## src/rtl/riscv_ctrl_pkg.sv

```systemverilog
// Shared types and encodings for the multicycle RV32I control path.
// State enum, opcode values, datapath select encodings, ALU op codes
// and the branch-condition helper used by multicycle_controller.
package riscv_ctrl_pkg;

   typedef enum logic [3:0] {
      S_FETCH,
      S_DECODE,
      S_MEMADR,
      S_MEMREAD,
      S_MEMWB,
      S_MEMWRITE,
      S_EXECUTER,
      S_EXECUTEI,
      S_ALUWB,
      S_BRANCH,
      S_JALRADR,
      S_JAL,
      S_LUI,
      S_AUIPC,
      S_TRAP
   } state_t;

   // Which ALU function family the current state asks for.
   typedef enum logic [1:0] {
      ACLS_ADD,
      ACLS_SUB,
      ACLS_RTYPE,
      ACLS_ITYPE
   } alu_class_t;

   // Opcodes (instr[6:0])
   localparam logic [6:0] OP_LOAD   = 7'b0000011;
   localparam logic [6:0] OP_STORE  = 7'b0100011;
   localparam logic [6:0] OP_RTYPE  = 7'b0110011;
   localparam logic [6:0] OP_ITYPE  = 7'b0010011;
   localparam logic [6:0] OP_BRANCH = 7'b1100011;
   localparam logic [6:0] OP_JAL    = 7'b1101111;
   localparam logic [6:0] OP_JALR   = 7'b1100111;
   localparam logic [6:0] OP_LUI    = 7'b0110111;
   localparam logic [6:0] OP_AUIPC  = 7'b0010111;

   // ALUControl
   localparam logic [3:0] ALU_ADD  = 4'd0;
   localparam logic [3:0] ALU_SUB  = 4'd1;
   localparam logic [3:0] ALU_AND  = 4'd2;
   localparam logic [3:0] ALU_OR   = 4'd3;
   localparam logic [3:0] ALU_XOR  = 4'd4;
   localparam logic [3:0] ALU_SLT  = 4'd5;
   localparam logic [3:0] ALU_SLTU = 4'd6;
   localparam logic [3:0] ALU_SLL  = 4'd7;
   localparam logic [3:0] ALU_SRL  = 4'd8;
   localparam logic [3:0] ALU_SRA  = 4'd9;

   // ImmSrc
   localparam logic [2:0] IMM_I = 3'b000;
   localparam logic [2:0] IMM_S = 3'b001;
   localparam logic [2:0] IMM_B = 3'b010;
   localparam logic [2:0] IMM_J = 3'b011;
   localparam logic [2:0] IMM_U = 3'b100;

   // ResultSrc
   localparam logic [1:0] RES_ALUOUT    = 2'b00;
   localparam logic [1:0] RES_DATA      = 2'b01;
   localparam logic [1:0] RES_ALURESULT = 2'b10;
   localparam logic [1:0] RES_IMMEXT    = 2'b11;

   // ALUSrcA / ALUSrcB
   localparam logic [1:0] SRCA_PC    = 2'b00;
   localparam logic [1:0] SRCA_OLDPC = 2'b01;
   localparam logic [1:0] SRCA_A     = 2'b10;
   localparam logic [1:0] SRCB_WD    = 2'b00;
   localparam logic [1:0] SRCB_IMM   = 2'b01;
   localparam logic [1:0] SRCB_FOUR  = 2'b10;

   // Branch decision from the flags of rs1 - rs2.
   // cout=1 means no borrow, i.e. rs1 >= rs2 unsigned.
   function automatic logic branch_taken(input logic [2:0] funct3,
                                         input logic zero, cout, overflow, sign);
      logic lt;
      lt = sign ^ overflow;
      case (funct3)
         3'b000:  branch_taken = zero;
         3'b001:  branch_taken = !zero;
         3'b100:  branch_taken = lt;
         3'b101:  branch_taken = !lt;
         3'b110:  branch_taken = !cout;
         3'b111:  branch_taken = cout;
         default: branch_taken = 1'b0;
      endcase
   endfunction

endpackage

```

## src/rtl/multicycle_controller_alu_decoder.sv

```systemverilog
// alu_decoder: combinational funct3/funct7b5/state-class to ALUControl.
// funct7b5 picks SUB over ADD for R-type only; it picks SRA over SRL
// for both R- and I-type shifts.
module alu_decoder
   import riscv_ctrl_pkg::*;
(
   input  alu_class_t  alu_class,
   input  logic [2:0]  funct3,
   input  logic        funct7b5,
   output logic [3:0]  alu_control
);

   // Map the requested ALU family and function fields to an ALU op.
   always_comb begin
      // NOTE: assigning a default first keeps every path driven, so no latch is inferred.
      alu_control = ALU_ADD;
      case (alu_class)
         ACLS_ADD: alu_control = ALU_ADD;
         ACLS_SUB: alu_control = ALU_SUB;
         default: begin
            case (funct3)
               3'b000:  alu_control = (alu_class == ACLS_RTYPE && funct7b5) ? ALU_SUB : ALU_ADD;
               3'b001:  alu_control = ALU_SLL;
               3'b010:  alu_control = ALU_SLT;
               3'b011:  alu_control = ALU_SLTU;
               3'b100:  alu_control = ALU_XOR;
               3'b101:  alu_control = funct7b5 ? ALU_SRA : ALU_SRL;
               3'b110:  alu_control = ALU_OR;
               default: alu_control = ALU_AND;
            endcase
         end
      endcase
   end

endmodule

```

## src/rtl/multicycle_controller.sv

```systemverilog
// multicycle_controller: main control FSM for the multicycle RV32I datapath.
// Sequences each instruction over 3-5 cycles and drives all datapath
// selects and write enables. Optional build macro MEM_WAIT_EN makes FETCH,
// MEMREAD and MEMWRITE stall until mem_ready; without it mem_ready is ignored.
module multicycle_controller
   import riscv_ctrl_pkg::*;
#(
   parameter bit TRAP_ON_ILLEGAL = 1'b1
) (
   input  logic       clk,
   input  logic       reset,
   input  logic [6:0] op,
   input  logic [2:0] funct3,
   input  logic       funct7b5,
   input  logic       Zero,
   input  logic       cout,
   input  logic       overflow,
   input  logic       sign,
   input  logic       mem_ready,
   output logic       PCWrite,
   output logic       IRWrite,
   output logic       RegWrite,
   output logic       MemWrite,
   output logic       AdrSrc,
   output logic [1:0] ResultSrc,
   output logic [1:0] ALUSrcA,
   output logic [1:0] ALUSrcB,
   output logic [2:0] ImmSrc,
   output logic [3:0] ALUControl,
   output logic       illegal
);

   state_t     state, next_state;
   alu_class_t alu_class;
   logic       ready;
   logic       pc_write, ir_write, reg_write, mem_write;

`ifdef MEM_WAIT_EN
   assign ready = mem_ready;
`else
   logic unused_mem_ready;
   assign unused_mem_ready = mem_ready;
   assign ready            = 1'b1;
`endif

   // State register; reset returns to FETCH immediately.
   always_ff @(posedge clk or negedge reset) begin
      // NOTE: state is updated with <= so every flop samples pre-edge values.
      if (!reset) state <= S_FETCH;
      else        state <= next_state;
   end

   // Next-state logic and Moore outputs (branch PCWrite is the Mealy exception).
   always_comb begin
      next_state = state;
      pc_write   = 1'b0;
      ir_write   = 1'b0;
      reg_write  = 1'b0;
      mem_write  = 1'b0;
      AdrSrc     = 1'b0;
      ResultSrc  = RES_ALUOUT;
      ALUSrcA    = SRCA_PC;
      ALUSrcB    = SRCB_WD;
      ImmSrc     = IMM_I;
      alu_class  = ACLS_ADD;
      illegal    = 1'b0;
      unique case (state)
         S_FETCH: begin
            ALUSrcB   = SRCB_FOUR;
            ResultSrc = RES_ALURESULT;
            ir_write  = ready;
            pc_write  = ready;
            if (ready) next_state = S_DECODE;
         end
         S_DECODE: begin
            ALUSrcA = SRCA_OLDPC;
            ALUSrcB = SRCB_IMM;
            ImmSrc  = IMM_B;
            case (op)
               OP_LOAD, OP_STORE: next_state = S_MEMADR;
               OP_RTYPE:          next_state = S_EXECUTER;
               OP_ITYPE:          next_state = S_EXECUTEI;
               OP_BRANCH:         next_state = S_BRANCH;
               OP_JAL:            next_state = S_JAL;
               OP_JALR:           next_state = S_JALRADR;
               OP_LUI:            next_state = S_LUI;
               OP_AUIPC:          next_state = S_AUIPC;
               default:           next_state = TRAP_ON_ILLEGAL ? S_TRAP : S_FETCH;
            endcase
         end
         S_MEMADR: begin
            ALUSrcA = SRCA_A;
            ALUSrcB = SRCB_IMM;
            if (op == OP_STORE) begin
               ImmSrc     = IMM_S;
               next_state = S_MEMWRITE;
            end else begin
               next_state = S_MEMREAD;
            end
         end
         S_MEMREAD: begin
            AdrSrc = 1'b1;
            if (ready) next_state = S_MEMWB;
         end
         S_MEMWB: begin
            ResultSrc  = RES_DATA;
            reg_write  = 1'b1;
            next_state = S_FETCH;
         end
         S_MEMWRITE: begin
            AdrSrc    = 1'b1;
            mem_write = ready;
            if (ready) next_state = S_FETCH;
         end
         S_EXECUTER: begin
            ALUSrcA    = SRCA_A;
            alu_class  = ACLS_RTYPE;
            next_state = S_ALUWB;
         end
         S_EXECUTEI: begin
            ALUSrcA    = SRCA_A;
            ALUSrcB    = SRCB_IMM;
            alu_class  = ACLS_ITYPE;
            next_state = S_ALUWB;
         end
         S_ALUWB: begin
            reg_write  = 1'b1;
            next_state = S_FETCH;
         end
         S_BRANCH: begin
            ALUSrcA    = SRCA_A;
            alu_class  = ACLS_SUB;
            pc_write   = branch_taken(funct3, Zero, cout, overflow, sign);
            next_state = S_FETCH;
         end
         S_JALRADR: begin
            ALUSrcA    = SRCA_A;
            ALUSrcB    = SRCB_IMM;
            next_state = S_JAL;
         end
         S_JAL: begin
            ALUSrcA    = SRCA_OLDPC;
            ALUSrcB    = SRCB_FOUR;
            ImmSrc     = IMM_J;
            pc_write   = 1'b1;
            next_state = S_ALUWB;
         end
         S_LUI: begin
            ImmSrc     = IMM_U;
            ResultSrc  = RES_IMMEXT;
            reg_write  = 1'b1;
            next_state = S_FETCH;
         end
         S_AUIPC: begin
            ALUSrcA    = SRCA_OLDPC;
            ALUSrcB    = SRCB_IMM;
            ImmSrc     = IMM_U;
            next_state = S_ALUWB;
         end
         S_TRAP: begin
            illegal    = 1'b1;
            next_state = S_TRAP;
         end
         default: next_state = S_FETCH;
      endcase
   end

   alu_decoder u_alu_decoder (
      .alu_class   (alu_class),
      .funct3      (funct3),
      .funct7b5    (funct7b5),
      .alu_control (ALUControl)
   );

   // Write enables are held off for as long as reset is asserted.
   assign PCWrite  = pc_write  & reset;
   assign IRWrite  = ir_write  & reset;
   assign RegWrite = reg_write & reset;
   assign MemWrite = mem_write & reset;

endmodule
```

## config.mk

```make
export PLATFORM = sky130hd
export DESIGN_NAME = multicycle_controller
export DESIGN_NICKNAME = d
export VERILOG_FILES = /design/src/rtl/riscv_ctrl_pkg.sv /design/src/rtl/multicycle_controller_alu_decoder.sv /design/src/rtl/multicycle_controller.sv
export SDC_FILE = /design/constraint.sdc
export NUM_CORES = 1
export LEC_CHECK = 0
export ABC_AREA = 1
export BUFFER_PORTS_ARGS = -buffer_cell sky130_fd_sc_hd__buf_2
export CAP_MARGIN = 15
export CORE_MARGIN = 2
export CORE_UTILIZATION = 44
export DETAILED_ROUTE_END_ITERATION = 12
export MAX_ROUTING_LAYER = met4
export PLACE_DENSITY_LB_ADDON = 0.12
export REMOVE_ABC_BUFFERS = 1
export SLEW_MARGIN = 20
export SYNTH_ARGS = -nofsm -noshare
export SYNTH_HDL_FRONTEND = slang
export SYNTH_SLANG_ARGS = --single-unit
```

## constraint.sdc

```tcl
create_clock -name clk -period 1.7 [get_ports clk]
set_clock_uncertainty 0.1 [all_clocks]
set_input_delay 0.17 -clock clk [delete_from_list [all_inputs] [get_ports clk]]
set_output_delay 0.17 -clock clk [all_outputs]
set_load 0.02 [all_outputs]
```

# == Yosys cells after proc, flatten, opt, wreduce, memory -nomap -nowiden ==
# Cells that the tools add are included.
# word_totals
regBits,4
out_inout_bits,19
word_cells,74
# op_classes
eq_ne,32
mux,20
bitwise,5
n_reduce_logical,16
# op_table
operator,count
$pmux 4 s7,2
$pmux 4 s8,1
$eq 4x4->1 const B,7
$eq 7x6->1 const B,3
$eq 7x7->1 const B,3
$eq 4x3->1 const B,4
$eq 7x5->1 const B,2
$eq 3x3->1 const B,4
$pmux 2 s3,2
$pmux 3 s4,1
$reduce_or 5->1,2
$eq 4x2->1 const B,2
$mux 1,8
$pmux 2 s2,2
$pmux 4 s2,1
$reduce_or 2->1,4
$eq 7x2->1 const B,1
$eq 3x2->1 const B,2
$pmux 1 s6,1
$reduce_or 3->1,2
$and 1x1->1,4
$eq 4x1->1 const B,1
$logic_not 4->1,1
$reduce_or 4->1,1
10 further kinds,12

# == Depth between registers and ports, before layout ==
# Gate-level depths: netlist of run 1.
# logic_depth
ltp_word,7
ltp_mapped,9
mapped_depth_nobuf,8

# == Cells and area by module ==
# Synthesis of run 1 repeated with hierarchy kept, for this count alone.
# unflattened
hier_cells,140
hier_area_um2,716.9
# by_module_without_submodules
module,instances,cells_per_inst,area_each_um2,seq_area_each_um2
multicycle_controller,1,115,610.6,100.1
alu_decoder,1,25,106.4,0.0

# == Least setup slack after synthesis of run 1 ==
# Ideal clock, no wire load.
# synth_timing
path_type,register -> output
startpoint,reg state[3]
endpoint,out PCWrite
arrival_ns,1.203
setup_slack_ns,0.227
stages_incl_launch_ff,6
n_path_buf,0
path_cell_list,dfrtp_1 > nor2_4 > inv_4 > nor2_1 > nor2_1 > a21oi_1
# synth_between
elab_chain_cells,4
elab_cells_between_ends,6
cone_classes,2 x eq/ne; 1 x mux; 1 x bitwise; 2 x reduce/logical
# synth_rtl
element,line,text
from (decl),multicycle_controller.sv:33,"state_t state, next_state;"
from (signal assigned),multicycle_controller.sv:50,else state <= next_state;
$eq 4x4->1 or $logic_not 4->1 (tied branches),multicycle_controller.sv:67,unique case (state)
$reduce_or 2->1 (no line),-,
$pmux 1 s2 *,multicycle_controller.sv:67,
$and 1x1->1 *,multicycle_controller.sv:176,assign PCWrite = pc_write & reset;
to (decl),multicycle_controller.sv:20,"output logic PCWrite,"
# Mark *: on every way between the ends. The rest lies on a longest branch, timed or not.

# == Worst setup path in the final report of run 1 ==
# Ends and elaborated chain as after synthesis.

==> flow_summary.yaml, run 1 <==
yosys:
  syn_area_sq_um: 714
  synth_seq_area_share_pct: 14.0
  synth.distinct_cells: 21
  yosysWarningCount: 0
  syn_area_per_cell_sq_um: 5.29
  synth_area_leaders: "nand2_1 17%, dfrtp_1 14%, inv_1 12%, nor2_1 11%, nand3_1 7.0%"
  ys_seq_elements: 4
  synth.largest_area_cell: "nand2_1"
  synth_top_area_share_pct: 17.3
  netlist_instances: 135
die:
  dieWidth_um: 44.3
  initial_core_util_pct: 47.4
  die_y_um: 44.3
  die_area_sq_um: 1960
  ioPinCount: 37
  core_area_sq_um: 1510
  rows: 14
cells_and_area:
  multi_input_area_sq_um: 524
  layout.nets: 195
  mostFrequentLayoutCells: "32 x nand2_1, 29 x buf_2, 21 x inv_1"
  drive_gt1_share_pct: 41.7
  reg_top3: "state: 4 flops"
  n_antenna_cell: 0
  largest-register: "state"
  finish.utilization_pct: 66.9
  seqCellArea_sq_um: 105
  largest_register_ffs: 4
  areaGrowthSynthToFinish_pct: 41.2
  fillers: 148
  layout_commonest_cell: "nand2_1"
clock_tree:
  cts_tree: "done"
  clock-sinks: 4
  htreeDepth: 1
  clk_latency_ps: 230
  numCtsBuffers: 3
  path_clk_slew_ps: 40
  ctsRootBufferMaster: "clkbuf_4"
  clockBufferDepth: 2
sta:
  fmax_mhz: 596
  rsz0062_at_grt: "yes"
  hold_violations: 0
  min_period_over_period_pct: 98.7
  period_minus_slack_ps: 1680
  fin_hold_ws_ps: 174
  setup_viol: 0
  slew_headroom_pct: 72.2
  worst_slack_ps: 21.6
  worst_slew_pin_slew_ps: 414
  finalMaxSlewViolations: 0
route:
  vias: 959
  wirelength_mm: 1.93
  drc: 0
  drt_pass1_iterations: 4
  antenna_left: 0
  routedWlPerCell_um: 10.1
  via_per_inst: 5.02
  drt_iter0_drc: 25
min_path:
  hp-class: "input pin to async pin"
setup_path:
  max_stage_delay_ps: 470
  crit_chain: "nor2_4, inv_4, nor2_4, nor2_1, a21oi_1, buf_4"
  cp_max_fo: 6
  crit_slowest_cell: "dfrtp_2"
  crit_type: "register to output port"
  arrival_ps: 1410
  worst_path_most_repeated_cell: "nor2_4"
  cp-start-kind: "register"
  crit_required_ps: 1430
  crit_path_end_kind: "output port"
global_routing:
  grt_pass1_wl_mm: 3.10
  grt_max_degree: 9
  overflow: 0
  antenna_found_initial: 0
  grt_usage_pct: 21.0
  grt_pass1_vias: 787
pwr:
  vdd_drop_max_uv: 944
  p_per_area_nw_per_um2: 1390
  p_leak_uw: 0.000564
place:
  dp_slack_ps: 212
  routabilityCongestion: 0.859
  io_buffer_count: 35
  dp_hpwl_mm: 1.57
flow_run:
  maxCapViolations: 0
status:
  status: "finished clean"
## cell type report
class / count / share of cell area [%]
Tap cell: 16 / 1.99
Inverter: 30 / 11.7
Timing Repair Buffer: 38 / 21.7
Clock buffer: 3 / 2.23
Sequential cell: 4 / 10.4
Multi-Input combinational cell: 100 / 52.0
## kinds of logic after synthesis
kind of cell,after synthesis,synth area share [%]
AO/OA/AOI/OAI,18,14.5
buffers and inverters,31,16.8
flip-flops,4,14.0
AND/OR/NAND/NOR,82,54.6
## where the power goes
group	internal (uW)	total, uW	switching, uW
Combinational	377	1060	681
Clock	78.8	116	37.5
Sequential	146	225	79.0
Total	601	1400	798
## synth_stat cells
master and number:
inv_2 7, o21ai_2 1, inv_4 1, buf_2 1
nor3_1 7, inv_1 22, dfrtp_1 4, o21ai_1 3
a21oi_1 9, nor2_1 20, o211ai_1 1, nor2_2 5
nand3_1 10, a22oi_1 1, nand3_2 1, nor2_4 4
o21ai_0 1, o22ai_1 1, nand2_1 33, o2111ai_1 1
nor3_2 2
## critical path: cells and delay by family (launching register included)
| family | cells | cell delay, ps |
|---|---|---|
| buf+inv | 2 | 240 |
| simple gates | 3 | 340 |
| compound gates | 1 | 130 |
| flops | 1 | 470 |
## through the flow
| step | setup TNS, ps | power (uW) | area (sq um) | cells |
|---|---|---|---|---|
| floorplan | 0 | 873 | 709 | 134 |
| global placement | 0 | 1120 | 905 | 185 |
| detailed placement | 0 | 1130 | 905 | 185 |
| CTS | -18.7 | 1270 | 943 | 189 |
| global route | -195 | 1520 | 1010 | 191 |
| finish | 0 | 1400 | 1010 | 191 |
## path summary, 6_finish.rpt
kind	startpoint	endpoint	slack, ps	cells after the start
max in group asynchronous	reset	state[1]$_DFF_PN0_	1180	2
min in group clk	op[2]	state[3]$_DFF_PN0_	210	5
setup reg to reg	state[3]$_DFF_PN0_	state[2]$_DFF_PN0_	410	7
hold reg to reg	state[3]$_DFF_PN0_	state[1]$_DFF_PN0_	580	2
setup / recovery	state[3]$_DFF_PN0_	PCWrite	20	6
hold / removal	reset	state[3]$_DFF_PN0_	170	2
## what timing repair did
action / 4_1_cts / 5_1_grt
setup endpoints to repair: 7 / 10
setup buffers: 0 / 2
endpoints found under the hold margin: 4 / 0
pin swaps: 1 / 6
resized for setup: 4 / 18
hold buffers: 1 / 0
## per-layer routing
layer  vias to the layer above  GRT usage [%]  share of wire [%]
li1                        501              -                  -
met1                       428           25.5                 44
met2                        30           37.1                 50
met3                         0           5.31                6.7
met4                         0              0                  0
met5                         -              -                  0
(Power assumes the default switching activity.)
==> run 2, diff against run 1 <==
- ABC_AREA: 1 -> not set
==> flow_summary.yaml, run 2 <==
global_routing:
  grt_pass1_vias: 776
  overflow: 0
  antenna_found_initial: 0
  grt_usage_pct: 22.5
  grt_max_degree: 11
  grt_pass1_wl_mm: 3.24
yosys:
  synth_common_cells: "17 x nor2_1, 10 x nand2_1, 7 x clkbuf_1, 7 x o21ai_0, 6 x a21oi_1"
  synth_edf_count: 0
  ys_seq_elements: 4
  syn_area_per_cell_sq_um: 6.61
  synth.distinct_cells: 39
  netlist_instances: 106
  yosysWarningCount: 0
  ys_async_sr_fraction_pct: 100
  yosysMostFrequentCell: "nor2_1"
  syn_area_sq_um: 701
  synth_area_leaders: "dfrtp_1 14%, nor2_1 9.1%, xnor2_1 6.3%, nand2_1 5.4%, o21ai_0 5.0%"
  synth_top_area_share_pct: 14.3
  synth_seq_area_share_pct: 14.3
  synth_flop_cell: "dfrtp_1"
  synth.largest_area_cell: "dfrtp_1"
setup_path:
  cp-start-kind: "register"
  reg2regPathDepth: 3
  r2r_start: "state[1]$_DFF_PN0_"
  crit_slowest_cell: "dfrtp_2"
  crit_required_ps: 1430
  crit_chain: "or3_1, nand2_1, nand3b_1, a21oi_2, buf_4"
  rrSetupSlack_ps: 270
  max_stage_delay_ps: 450
  crit_path_end_kind: "output port"
  cp_max_fo: 7
  r2r_end: "state[0]$_DFF_PN0_"
  arrival_ps: 1510
  crit_type: "register to output port"
cells_and_area:
  finish.utilization_pct: 69.9
  n_antenna_cell: 0
  layout_commonest_cell: "buf_2"
  areaGrowthSynthToFinish_pct: 50.2
  layout.nets: 170
  largest_register_ffs: 4
  mostFrequentLayoutCells: "31 x buf_2, 16 x buf_4, 14 x nor2_1"
  drive_gt1_share_pct: 44.7
  largest-register: "state"
  layout.cells.non_filler: 166
  reg_top3: "state: 4 flops"
flow_run:
  maxCapViolations: 0
clock_tree:
  clockBufferDepth: 2
  numCtsBuffers: 3
  clock-sinks: 4
  path_clk_slew_ps: 40
  clk_latency_ps: 230
  htreeDepth: 1
  ctsRootBufferMaster: "clkbuf_4"
  cts_tree: "done"
min_path:
  hp-class: "input pin to async pin"
pwr:
  switching_share_pct: 51.3
  power_uw: 1650
  vdd_drop_max_uv: 915
  clkPwrFrac_pct: 7.0
  combinationalPowerShare_pct: 79.5
  p_sw_uw: 844
  p_leak_uw: 0.000518
  intPower_uw: 803
  p_seq_share_pct: 13.5
  p_per_area_nw_per_um2: 1560
place:
  dp_hpwl_mm: 1.54
  routabilityCongestion: 0.836
  io_buffer_count: 35
  dp_slack_ps: 81.5
  placed_cells: 159
die:
  dieWidth_um: 43.9
  core_area_sq_um: 1510
  die_area_sq_um: 1930
  initial_core_util_pct: 46.5
  ioPinCount: 37
  rows: 14
  die_y_um: 43.9
route:
  routedWlPerCell_um: 12.8
  via_per_inst: 5.60
  vias: 929
  drt_iter0_drc: 19
  drt_pass1_iterations: 4
  drc: 0
  wirelength_mm: 2.13
  antenna_left: 0
sta:
  min_period_over_period_pct: 105
  setup_viol: 3
  fmax_mhz: 560
  finalMaxSlewViolations: 0
  slew_headroom_pct: 79.2
  worst_slack_ps: -84.5
  hold_violations: 0
  rsz0062_at_grt: "yes"
  period_minus_slack_ps: 1780
  worst_slew_pin_slew_ps: 311
status:
  status: "complete, but fails checks"
  violations: "negative setup slack"
run 2: cell count changes after synthesis, sizes merged, moves of 7 or more:
| cell | change |
|---|---|
| clkbuf | +7 |
| inv | -28 |
| nand2 | -23 |
| nand3 | -10 |
| nor2 | -12 |
| nor3 | -8 |
run 2: metal layers:
layer / global-route usage [%] / wire (um) / vias to the layer above
met1: 29.1 / 926 / 439
met5: - / 0 / -
met2: 37.4 / 1090 / 25
li1: - / - / 465
met4: 0 / 0 / 0
met3: 6.25 / 109 / 0
run 2: layout make-up:
class	count	area [sq um]
multi-input cells	91	591
fillers	129	454
repair buffers	50	308
flip-flops and latches	4	104
clock buffers	3	22.5
well taps	16	20.0
inverters	2	7.51
run 2: worst max path at each step:
stage                            start                  to  cells past startpoint
floorplan           state[3]$_DFF_PN0_             PCWrite                      4
global placement                 op[2]  state[0]$_DFF_PN0_                      5
detailed placement               op[3]           ImmSrc[0]                      6
CTS                 state[0]$_DFF_PN0_          ALUSrcA[1]                      4
global route        state[1]$_DFF_PN0_          ALUSrcB[0]                      5
finish              state[1]$_DFF_PN0_             PCWrite                      5
run 2: logic make-up after synthesis:
kind of cell	synth area share [%]
AO/OA/AOI/OAI	29.6
XOR/XNOR	10.0
buffers and inverters	5.89
flip-flops	14.3
multiplexers	2.86
AND/OR/NAND/NOR	37.3
run 2: stage by stage:
stage          hold slack (ps)  TNS (ps)  cell area [sq um]
6_report                   272      -152               1050
5_1_grt                    270      -487               1050
4_1_cts                    263      -134               1000
3_5_place_dp             -95.7         0                945
3_3_place_gp             -96.9         0                945
2_1_floorplan             -226         0                667
run 2: critical path: cells and delay by family, from the launching register on:
kind                   cells  cell delay [ps]
buffers and inverters      1              150
and+or+nand+nor            3              540
DFF                        1              450
AOI/OAI and AO/OA          1              130
run 2: repair_timing:
item | in CTS | in global routing
buffers inserted | 2 | 1
endpoints found under the setup margin | 7 | 13
resized for setup | 6 | 15
pin swaps | 0 | 1
endpoints found under the hold margin | 4 | 0
gates cloned | 0 | 0
hold buffers | 1 | 0
run 2: power by group through the flow:
| stage | Combinational, uW | Clock [uW] | Sequential, uW |
|---|---|---|---|
| after floorplan | 660 | 0 | 266 |
| after global placement | 1120 | 0 | 210 |
| after detailed placement | 1130 | 0 | 211 |
| after CTS | 1200 | 122 | 201 |
| after global routing | 1410 | 129 | 233 |
| final | 1310 | 115 | 222 |
==> run 3, diff against run 2 <==
- PLACE_DENSITY: not set -> 0.86
- PLACE_DENSITY_LB_ADDON: 0.12 -> not set
==> flow_summary.yaml, run 3 (same netlist as run 2, synthesis figures left out) <==
status:
  status: "complete, but fails checks"
  violations: "negative setup slack"
sta:
  finalMaxSlewViolations: 0
  period_minus_slack_ps: 1750
  min_period_over_period_pct: 103
  hold_violations: 0
  worst_slack_ps: -49.1
  fmax_mhz: 572
  setup_viol: 2
  slew_headroom_pct: 83.3
  rsz0062_at_grt: "yes"
  worst_slew_pin_slew_ps: 248
setup_path:
  r2r_end: "state[3]$_DFF_PN0_"
  cp.buffers_inverters: 1
  max_stage_delay_ps: 440
  cp-start-kind: "register"
  cp_max_fo: 5
  arrival_ps: 1480
  crit_chain: "or3_4, nand2_2, nand3b_1, a21oi_1, buf_4"
  crit_slowest_cell: "dfrtp_2"
  crit_type: "register to output port"
  crit_path_start: "state[3]$_DFF_PN0_"
  cp-endpoint: "PCWrite"
  reg2regPathDepth: 5
  cp.depth: 5
  r2r_start: "state[2]$_DFF_PN0_"
  crit_family: "simple AND/OR/NAND/NOR gates"
  crit_required_ps: 1430
  crit_path_end_kind: "output port"
  rrSetupSlack_ps: 320
die:
  core_area_sq_um: 1510
  die_area_sq_um: 1930
  die_y_um: 43.9
  dieWidth_um: 43.9
  rows: 14
  initial_core_util_pct: 46.5
  ioPinCount: 37
global_routing:
  grt_pass1_vias: 827
  grt_max_degree: 11
  grt_pass1_wl_mm: 3.38
  grt_usage_pct: 23.3
  overflow: 0
  antenna_found_initial: 0
pwr:
  switching_share_pct: 51.0
  p_sw_uw: 848
  intPower_uw: 813
  combinationalPowerShare_pct: 80.3
  p_leak_uw: 0.000509
  vdd_drop_max_uv: 1120
  p_seq_share_pct: 13.0
  p_per_area_nw_per_um2: 1590
  clkPwrFrac_pct: 6.7
clock_tree:
  path_clk_slew_ps: 30
  clockBufferDepth: 2
  clock-sinks: 4
  clk_latency_ps: 230
  htreeDepth: 1
  numCtsBuffers: 3
  ctsRootBufferMaster: "clkbuf_4"
  cts_tree: "done"
place:
  dp_hpwl_mm: 1.45
  placed_cells: 154
  io_buffer_count: 35
  routabilityCongestion: 0.869
flow_run:
  maxCapViolations: 0
cells_and_area:
  layout_commonest_cell: "buf_2"
  largest-register: "state"
  areaGrowthSynthToFinish_pct: 49.3
  fillers: 129
  reg_top3: "state: 4 flops"
  drive_gt1_share_pct: 43.5
  finish.utilization_pct: 69.4
  layout.cells.non_filler: 163
  mostFrequentLayoutCells: "31 x buf_2, 16 x nor2_1, 13 x buf_4"
  largest_register_ffs: 4
  n_antenna_cell: 0
  layout.nets: 167
min_path:
  hp-class: "input pin to async pin"
route:
  routedWlPerCell_um: 12.9
  drt_pass1_iterations: 4
  drt_iter0_drc: 40
  vias: 909
  antenna_left: 0
  via_per_inst: 5.58
  wirelength_mm: 2.10
  drc: 0
## run 3: cell count changes in the layout (fill, tap and decap cells not counted), moves of 2 or more
cell and delta:
nand2_2 +2, nand2_1 -2, nor2_1 +2, buf_4 -3, nor2_2 -3
## run 3: per-stage QoR
stage	setup TNS (ps)	power (uW)	hold slack [ps]	setup WS (ps)	instance area, sq um
final	-51.7	1660	258	-49.1	1050
after global routing	-439	1780	274	-125	1050
after CTS	-93.7	1550	252	-48.4	996
after detailed placement	0	1300	-101	125	907
after global placement	0	1270	-101	145	907
after floorplan	0	926	-226	3.13	667
## run 3: how the worst min path moves through the flow
stage | slack, ps | endpoint | cells past startpoint | from
floorplan | -230 | state[0]$_DFF_PN0_ | 0 | reset
global placement | -100 | state[0]$_DFF_PN0_ | 1 | reset
detailed placement | -100 | state[3]$_DFF_PN0_ | 1 | reset
CTS | 250 | state[2]$_DFF_PN0_ | 2 | reset
global route | 270 | state[0]$_DFF_PN0_ | 2 | reset
finish | 260 | state[2]$_DFF_PN0_ | 2 | reset
## run 3: layout make-up
cell class | instances | area [sq um] | share of cell area (%)
Tap cell | 16 | 20.0 | 1.91
Timing Repair Buffer | 47 | 285 | 27.3
Sequential cell | 4 | 104 | 9.93
Clock buffer | 3 | 22.5 | 2.15
Inverter | 2 | 7.51 | 0.718
Multi-Input combinational cell | 91 | 607 | 58.0
## run 3: routing by layer
| layer | wire length, um | global-route usage (%) | vias to the layer above |
|---|---|---|---|
| met5 | 0 | - | - |
| met4 | 0 | 7.88 | 0 |
| met3 | 111 | 1.67 | 0 |
| met2 | 1130 | 43.5 | 34 |
| met1 | 855 | 25.6 | 413 |
| li1 | - | - | 462 |
## run 3: power groups by stage
stage          sequential [uW]  clock, uW  combinational, uW
2_1_floorplan              266          0                660
3_3_place_gp               204          0               1060
3_5_place_dp               208          0               1090
4_1_cts                    218        117               1220
5_1_grt                    223        121               1440
6_report                   216        112               1330
## run 3: what timing repair did
action | 4_1_cts | 5_1_grt
pin swaps | 1 | 3
gates resized for setup | 15 | 7
hold buffers | 1 | 0
hold endpoints to repair | 4 | 0
setup endpoints to repair | 10 | 9
buffers inserted | 2 | 3
